### src/rtl/alu_ctrl_encoder.sv
// rtl/alu_ctrl_encoder.sv - sequences ALU ops into registered control words and a tracked carry
module alu_ctrl_encoder #(
  parameter int CNT_W = 4
) (
  input  logic             clk,
  input  logic             rst_n,
  input  logic             req_valid,
  output logic             req_ready,
  input  logic [3:0]       req_op,
  input  logic [CNT_W-1:0] req_cnt,
  input  logic             flush,
  input  logic             alu_cout,
  output logic [5:0]       ctrl,
  output logic             alu_en,
  output logic             c_flag,
  output logic             done,
  output logic             err
);

  typedef enum logic [1:0] {IDLE, STEP, DONE} state_e;

  state_e           state_q, state_d;
  logic [3:0]       op_q, op_d;
  logic [CNT_W-1:0] rem_q, rem_d;
  logic [CNT_W-1:0] load_cnt;
  logic [5:0]       ctrl_q, ctrl_d;
  logic             alu_en_q, alu_en_d;
  logic             c_flag_q, c_flag_d;
  logic             done_q, done_d;
  logic             err_q, err_d;
  logic             ready_q, ready_d;

  // Bit i of the returned word is Ctrl i.
  function automatic logic [5:0] code(input logic [3:0] op);
    case (op)
      4'd0:    code = 6'b010010;
      4'd1:    code = 6'b100010;
      4'd2:    code = 6'b010100;
      4'd3:    code = 6'b001100;
      4'd4:    code = 6'b011100;
      4'd5:    code = 6'b011000;
      4'd6:    code = 6'b000000;
      4'd7:    code = 6'b110110;
      4'd8:    code = 6'b000110;
      4'd9:    code = 6'b001001;
      4'd10:   code = 6'b000001;
      4'd11:   code = 6'b010001;
      4'd12:   code = 6'b001101;
      4'd13:   code = 6'b000101;
      4'd14:   code = 6'b010101;
      default: code = 6'b000000;
    endcase
  endfunction

  assign load_cnt = (req_op >= 4'd9) ? req_cnt : CNT_W'(1);

  always_comb begin
    state_d  = state_q;
    op_d     = op_q;
    rem_d    = rem_q;
    c_flag_d = c_flag_q;
    ctrl_d   = 6'b000000;
    alu_en_d = 1'b0;
    done_d   = 1'b0;
    err_d    = 1'b0;
    ready_d  = 1'b0;
    // The carry of a step is captured even when that step is being flushed.
    if (alu_en_q) c_flag_d = alu_cout;
    if (flush) begin
      state_d = IDLE;
      ready_d = 1'b1;
    end else begin
      case (state_q)
        IDLE: begin
          ready_d = 1'b1;
          if (req_valid && ready_q) begin
            op_d    = req_op;
            ready_d = 1'b0;
            if (req_op == 4'd15) begin
              state_d = DONE;
              done_d  = 1'b1;
              err_d   = 1'b1;
            end else if (load_cnt == '0) begin
              state_d = DONE;
              done_d  = 1'b1;
            end else begin
              state_d  = STEP;
              rem_d    = load_cnt;
              alu_en_d = 1'b1;
              ctrl_d   = code(req_op);
            end
          end
        end
        STEP: begin
          rem_d = rem_q - CNT_W'(1);
          if (rem_q == CNT_W'(1)) begin
            state_d = DONE;
            done_d  = 1'b1;
          end else begin
            alu_en_d = 1'b1;
            ctrl_d   = code(op_q);
          end
        end
        DONE: begin
          state_d = IDLE;
          ready_d = 1'b1;
        end
        default: begin
          state_d = IDLE;
          ready_d = 1'b1;
        end
      endcase
    end
  end

  always_ff @(posedge clk or negedge rst_n) begin
    if (!rst_n) begin
      state_q  <= IDLE;
      op_q     <= 4'd0;
      rem_q    <= '0;
      c_flag_q <= 1'b0;
      ctrl_q   <= 6'b000000;
      alu_en_q <= 1'b0;
      done_q   <= 1'b0;
      err_q    <= 1'b0;
      ready_q  <= 1'b1;
    end else begin
      state_q  <= state_d;
      op_q     <= op_d;
      rem_q    <= rem_d;
      c_flag_q <= c_flag_d;
      ctrl_q   <= ctrl_d;
      alu_en_q <= alu_en_d;
      done_q   <= done_d;
      err_q    <= err_d;
      ready_q  <= ready_d;
    end
  end

  assign req_ready = ready_q;
  assign ctrl      = ctrl_q;
  assign alu_en    = alu_en_q;
  assign c_flag    = c_flag_q;
  assign done      = done_q;
  assign err       = err_q;

endmodule

### config.mk
export PLATFORM = sky130hd
export DESIGN_NAME = alu_ctrl_encoder
export DESIGN_NICKNAME = d
export VERILOG_FILES = /design/src/rtl/alu_ctrl_encoder.sv
export SDC_FILE = /design/constraint.sdc
export NUM_CORES = 1
export LEC_CHECK = 0
export BUFFER_PORTS_ARGS = -buffer_cell sky130_fd_sc_hd__buf_2
export CORE_MARGIN = 2
export CORE_UTILIZATION = 59
export CTS_CLUSTER_DIAMETER = 40
export DETAILED_ROUTE_END_ITERATION = 7
export GPL_TIMING_DRIVEN = 0
export PLACE_DENSITY = 0.95
export REMOVE_ABC_BUFFERS = 1
export SYNTH_ARGS = -nofsm -noshare
export SYNTH_HDL_FRONTEND = slang
export SYNTH_SLANG_ARGS = --single-unit
export TNS_END_PERCENT = 100
### constraint.sdc
create_clock -name clk -period 3 [get_ports clk]
set_input_delay 0.15 -clock clk [delete_from_list [all_inputs] [get_ports clk]]
set_output_delay 0.15 -clock clk [all_outputs]
set_load 0.1 [all_outputs]
After elaboration in Yosys (flattened, before gate mapping). Memory sizes are Yosys's and may differ from the RTL's. Index checks and enable logic that the tools add are counted.

Bitwise logic cells: 1. Add/subtract/negate cells: 1. Muxes and demuxes: 36. Reductions and logical operators: 7. Order comparisons: 1. Equality and inequality tests: 8.

Operators by type and width (count): 2-to-1 mux 6 bit (5); 2-to-1 mux 1 bit (16); 2-to-1 mux 4 bit (4); case mux 6 bit (2 select lines) (1); 2-to-1 mux 2 bit (5); case mux 4 bit (2 select lines) (1); inequality test 2 bit (second input constant) (3); inequality test 3 bit (second input constant) (2); case mux 1 bit (2 select lines) (3); AND reduction 5 bit (1); == test 4 x 1 -> 1 bit (second input constant) (1); == test 4 bit (second input constant) (1); greater-or-equal comparator 4 bit (second input constant) (1); zero test 4 bit (1); case mux 2 bit (2 select lines) (1); subtractor 4 x 1 -> 4 bit (second input constant) (1); AND reduction 3 bit (1); == test 2 x 1 -> 1 bit (second input constant) (1); zero test 2 bit (1); AND reduction 2 bit (1); nonzero test 2 bit (1); logical AND 1 bit (1); inverter 1 bit (1).

Input port bits: 13. Logic and storage cells: 65. Bits in read-only memories: 192. Register bits: 21. Memories kept: 2. Output and inout bits: 11.

Memories: (name not given) (words 16, bits a word 6, read ports 1, clocked after memory_dff 0, write ports 0, RTL line 35) `case (op)`; (name not given) (words 16, bits a word 6, read ports 1, clocked after memory_dff 0, write ports 0, RTL line 35).

Logic depth before layout (Yosys ltp).
Depth after elaboration: 8. Mapped depth: 7. Gate-level depth less buffers: 7.

Worst setup path before layout. No wires, ideal clock.

Path kind: flip-flop to flip-flop. Start: register ready_q, in the netlist req_ready. End: register rem_q[2]. Period minus slack after synthesis: 1.914 ns. Cell stages (with the launch flop): 6. Setup slack: 1.086 ns. Arrival: 1.793 ns. Required time: 2.879 ns. Library setup time: 0.121 ns. Buffers on the path: 0. Path through: dfstp_2 > a21oi_1 > or2_2 > a31oi_4 > o21ai_1 > a22o_1.

Longest elaborated chain between the ends: 3.

Ends and longest elaborated chain: start, declared (RTL line 31) `logic ready_q, ready_d;`; start signal, assigned (RTL line 136) `ready_q <= ready_d;`; logical AND 1 bit (RTL line 76) `if (req_valid && ready_q) begin`; inequality test 2 bit (no line); AND reduction 5 bit (no line); end signal, assigned (RTL line 130) `rem_q <= rem_d;`; end, declared (RTL line 24) `logic [CNT_W-1:0] rem_q, rem_d;`.

No other way between the ends. A chain may end at the register's enable or synchronous reset.

Worst setup path in the final report.
Start: register state_q[1]. End: register rem_q[2].

Longest elaborated chain between the ends: 3. Elaborated cells on any way between the ends: 8. Classes of those cells: eq/ne: 4; mux: 1; reduce/logical: 3.

Ends and longest elaborated chain: start, declared (RTL line 22) `state_e state_q, state_d;`; start signal, assigned (RTL line 128) `state_q <= state_d;`; == test 2 x 1 -> 1 bit or zero test 2 bit (tied branches) (RTL line 73) `case (state_q)`; nonzero test 2 bit (no line) or inequality test 2 bit (tied branches); AND reduction 5 bit (no line).

Several ways; a longest one is shown, not always the timed one.

==> results.txt <==
Status - complete, no violations
Final Max Slew Viols - 0
Reg-to-reg critical path startpoint - state_q[1]$_DFFE_PN0P_
Slowest stage delay, CP - 420 ps
Max_cap viols - 0
CP Launch Type - flop
Top cell by count, worst path - or2_2
Clock sink count - 21
Finished Cell Area - 1540 um^2
First-pass GRT wire length - 4940 um
Post-DRT Antenna Nets - 0
Most used flip-flop cell after synthesis - dfrtp_1
Area Growth Syn to Fin - 11.6%
Drt first pass iters - 4
Tmin final - 1870 ps
Worst relative slew slack - 60.4%
TritonCTS clock tree - built
Fillers - 162
Post-CTS Setup Repair Bufs - 0
Gate Count Post-Synth - 152
Cell variety after synth - 34
Hold crit path type - in2reg
Number of I/O port buffers - 23
Total power - 0.00115 W
CP max-delay cell - dfrtp_1
Initial antenna violation count - 0
WL final - 2860 um
Post-route DRC - 0
Post_cts resized - 0
Async S/R FF share, synth - 100%
Most frequent cells in the layout - buf_2 (23), nor2_1 (20), dfrtp_1 (20)
GRT Util Overall - 24.7%
Crit end category - flop
Final period util - 62.4%
# rows - 17
Initial detailed-routing violation count - 67
Routed len/inst - 14.2 um
YS warnings - 0
Post-Syn Area - 1380 um^2
Critical Path AT - 2080 ps
Commonest non-fill, non-tap cell in the layout - buf_2
Fin Setup TNS - 0 ps
Fraction of layout cells with a size suffix above 1 - 20.2%
Hold depth - 2
Die area - 2730 um^2
Core Area - 2210 um^2
Worst Hold End - c_flag$_DFFE_PN0P_
Critical Path Stages - 5
Skew final - 4.53 ps
Pin count of the biggest net entering global routing - 22
Worst endpoint required time - 3210 ps
Drt via density - 6.03
Clock Tree Root - clkbuf_4
Ports - 24
ANT cells - 0
Sequential area share after synthesis - 38.3%
Vias - 1,212
F_max - 534 MHz
Max VDD drop - 0.476 mV
Reg2reg path depth - 5
Die height - 52.3 um
Worst-path fanout max - 11
Number of global-route vias before repair - 1,091
Die width - 52.3 um
Reg clk slew, reported paths - 110 ps
Grt ovf - 0
Top delay family on crit path - simple AND/OR/NAND/NOR gates
Yosys reg bits - 21
Final GP Congestion - 0.778
Initial Utilization - 62.2%
Pwr per Cell Area - 748 nW/um^2
Placed cell areas - 1500 um^2
Hold path startpoint - alu_cout
Num CTS Buffers - 3
Clock latency on the worst-skew pair - 300 ps
H-tree levels - 1
Leak - 0.755 nW
Unrepaired setup endpoints after global routing - no
Setup violations, final - 0
Buf/Inv on CP - 0
Count of final hold-check violations - 0
Syn avg cell area - 9.05 um^2
Setup Crit Path Kind - reg2reg
Fin nets - 201
Post-synth EDFFs - 0
Max clock buf depth - 2
CP Cell Sequence - or2_2 > or2_2 > a31oi_4 > o21ai_1 > a22o_1
R2r setup slk - 1130 ps
Post-detail-place hpwl - 2110 um
Worst Tran Pin Value - 594 ps
Worst r2r dst - rem_q[2]$_DFFE_PN0P_
## worst max-delay path by stage
stage / startpoint / endpoint
final: state_q[1]$_DFFE_PN0P_ / rem_q[2]$_DFFE_PN0P_
after global routing: state_q[1]$_DFFE_PN0P_ / rem_q[2]$_DFFE_PN0P_
after CTS: state_q[1]$_DFFE_PN0P_ / rem_q[2]$_DFFE_PN0P_
after detailed placement: req_op[1] / rem_q[2]$_DFFE_PN0P_
after global placement: req_op[1] / rem_q[3]$_DFFE_PN0P_
after floorplan: req_ready$_DFF_PN1_ / rem_q[2]$_DFFE_PN0P_
## Yosys cell counts (all sizes together) (3+ instances only)
cell	instances	area share, %
nor2	20	5.5
clkbuf	7	1.9
ha	14	13
inv	10	2.7
o21ai	11	4.0
a22o	3	1.9
dfrtp	20	36
a21oi	14	5.4
a211oi	3	1.6
a31oi	4	2.9
nand2b	4	1.8
o211ai	3	1.6
nand2	11	3.0
nor3	5	1.8
## area by class of cell
cell class                      instances  area (um^2)  share of cell area [%]
Multi-Input combinational cell        114          785                    51.1
Inverter                               10         37.5                    2.44
Timing Repair Buffer                   24          125                    8.15
Sequential cell                        21          527                    34.3
Clock buffer                            4         26.3                    1.71
Tap cell                               28         35.0                    2.28
## power by group
group	switching (W)	internal [W]
logic	0.000417	0.000171
clock network	0.0000836	0.0000519
registers	0.0000723	0.000354
total	0.000573	0.000576
## state kept, by name, summed over array words and instances (netlist names)
signal and cells:
c_flag 1, done 1, op_q 4, req_ready 1
err 1, state_q 2, ctrl 6, rem_q 4
alu_en 1
## stage by stage
stage / hold slack, ps / std cells / setup WS (ps) / util [%]
after floorplan: -146 / 145 / 1090 / -
after global routing: 70.2 / 201 / 1060 / 69.4
after detailed placement: 121 / 196 / 942 / 67.8
after global placement: 117 / 196 / 1000 / 67.8
final: 78.9 / 201 / 1130 / 69.4
after CTS: 86.5 / 201 / 1140 / 69.4
## metal layers
| layer | share of wire (%) | track usage [%] |
|---|---|---|
| met5 | 0 | 0 |
| met4 | 3.0 | 10.7 |
| met3 | 8.1 | 5.14 |
| met2 | 49 | 42.2 |
| met1 | 40 | 30.0 |
## cell families after synthesis
logic type,Yosys count,synth area share [%]
compound gates,45,22.5
fa+ha+maj,14,12.7
buf+inv,17,4.64
flops,21,38.3
mux,5,5.00
simple gates,50,16.8
## timing repair
item / 4_1_cts / 5_1_grt
hold buffers: 1 / 0
setup endpoints to repair: 0 / 0
endpoints found under the hold margin: 20 / 0
Note: power is estimated with default switching activity, not from simulation.
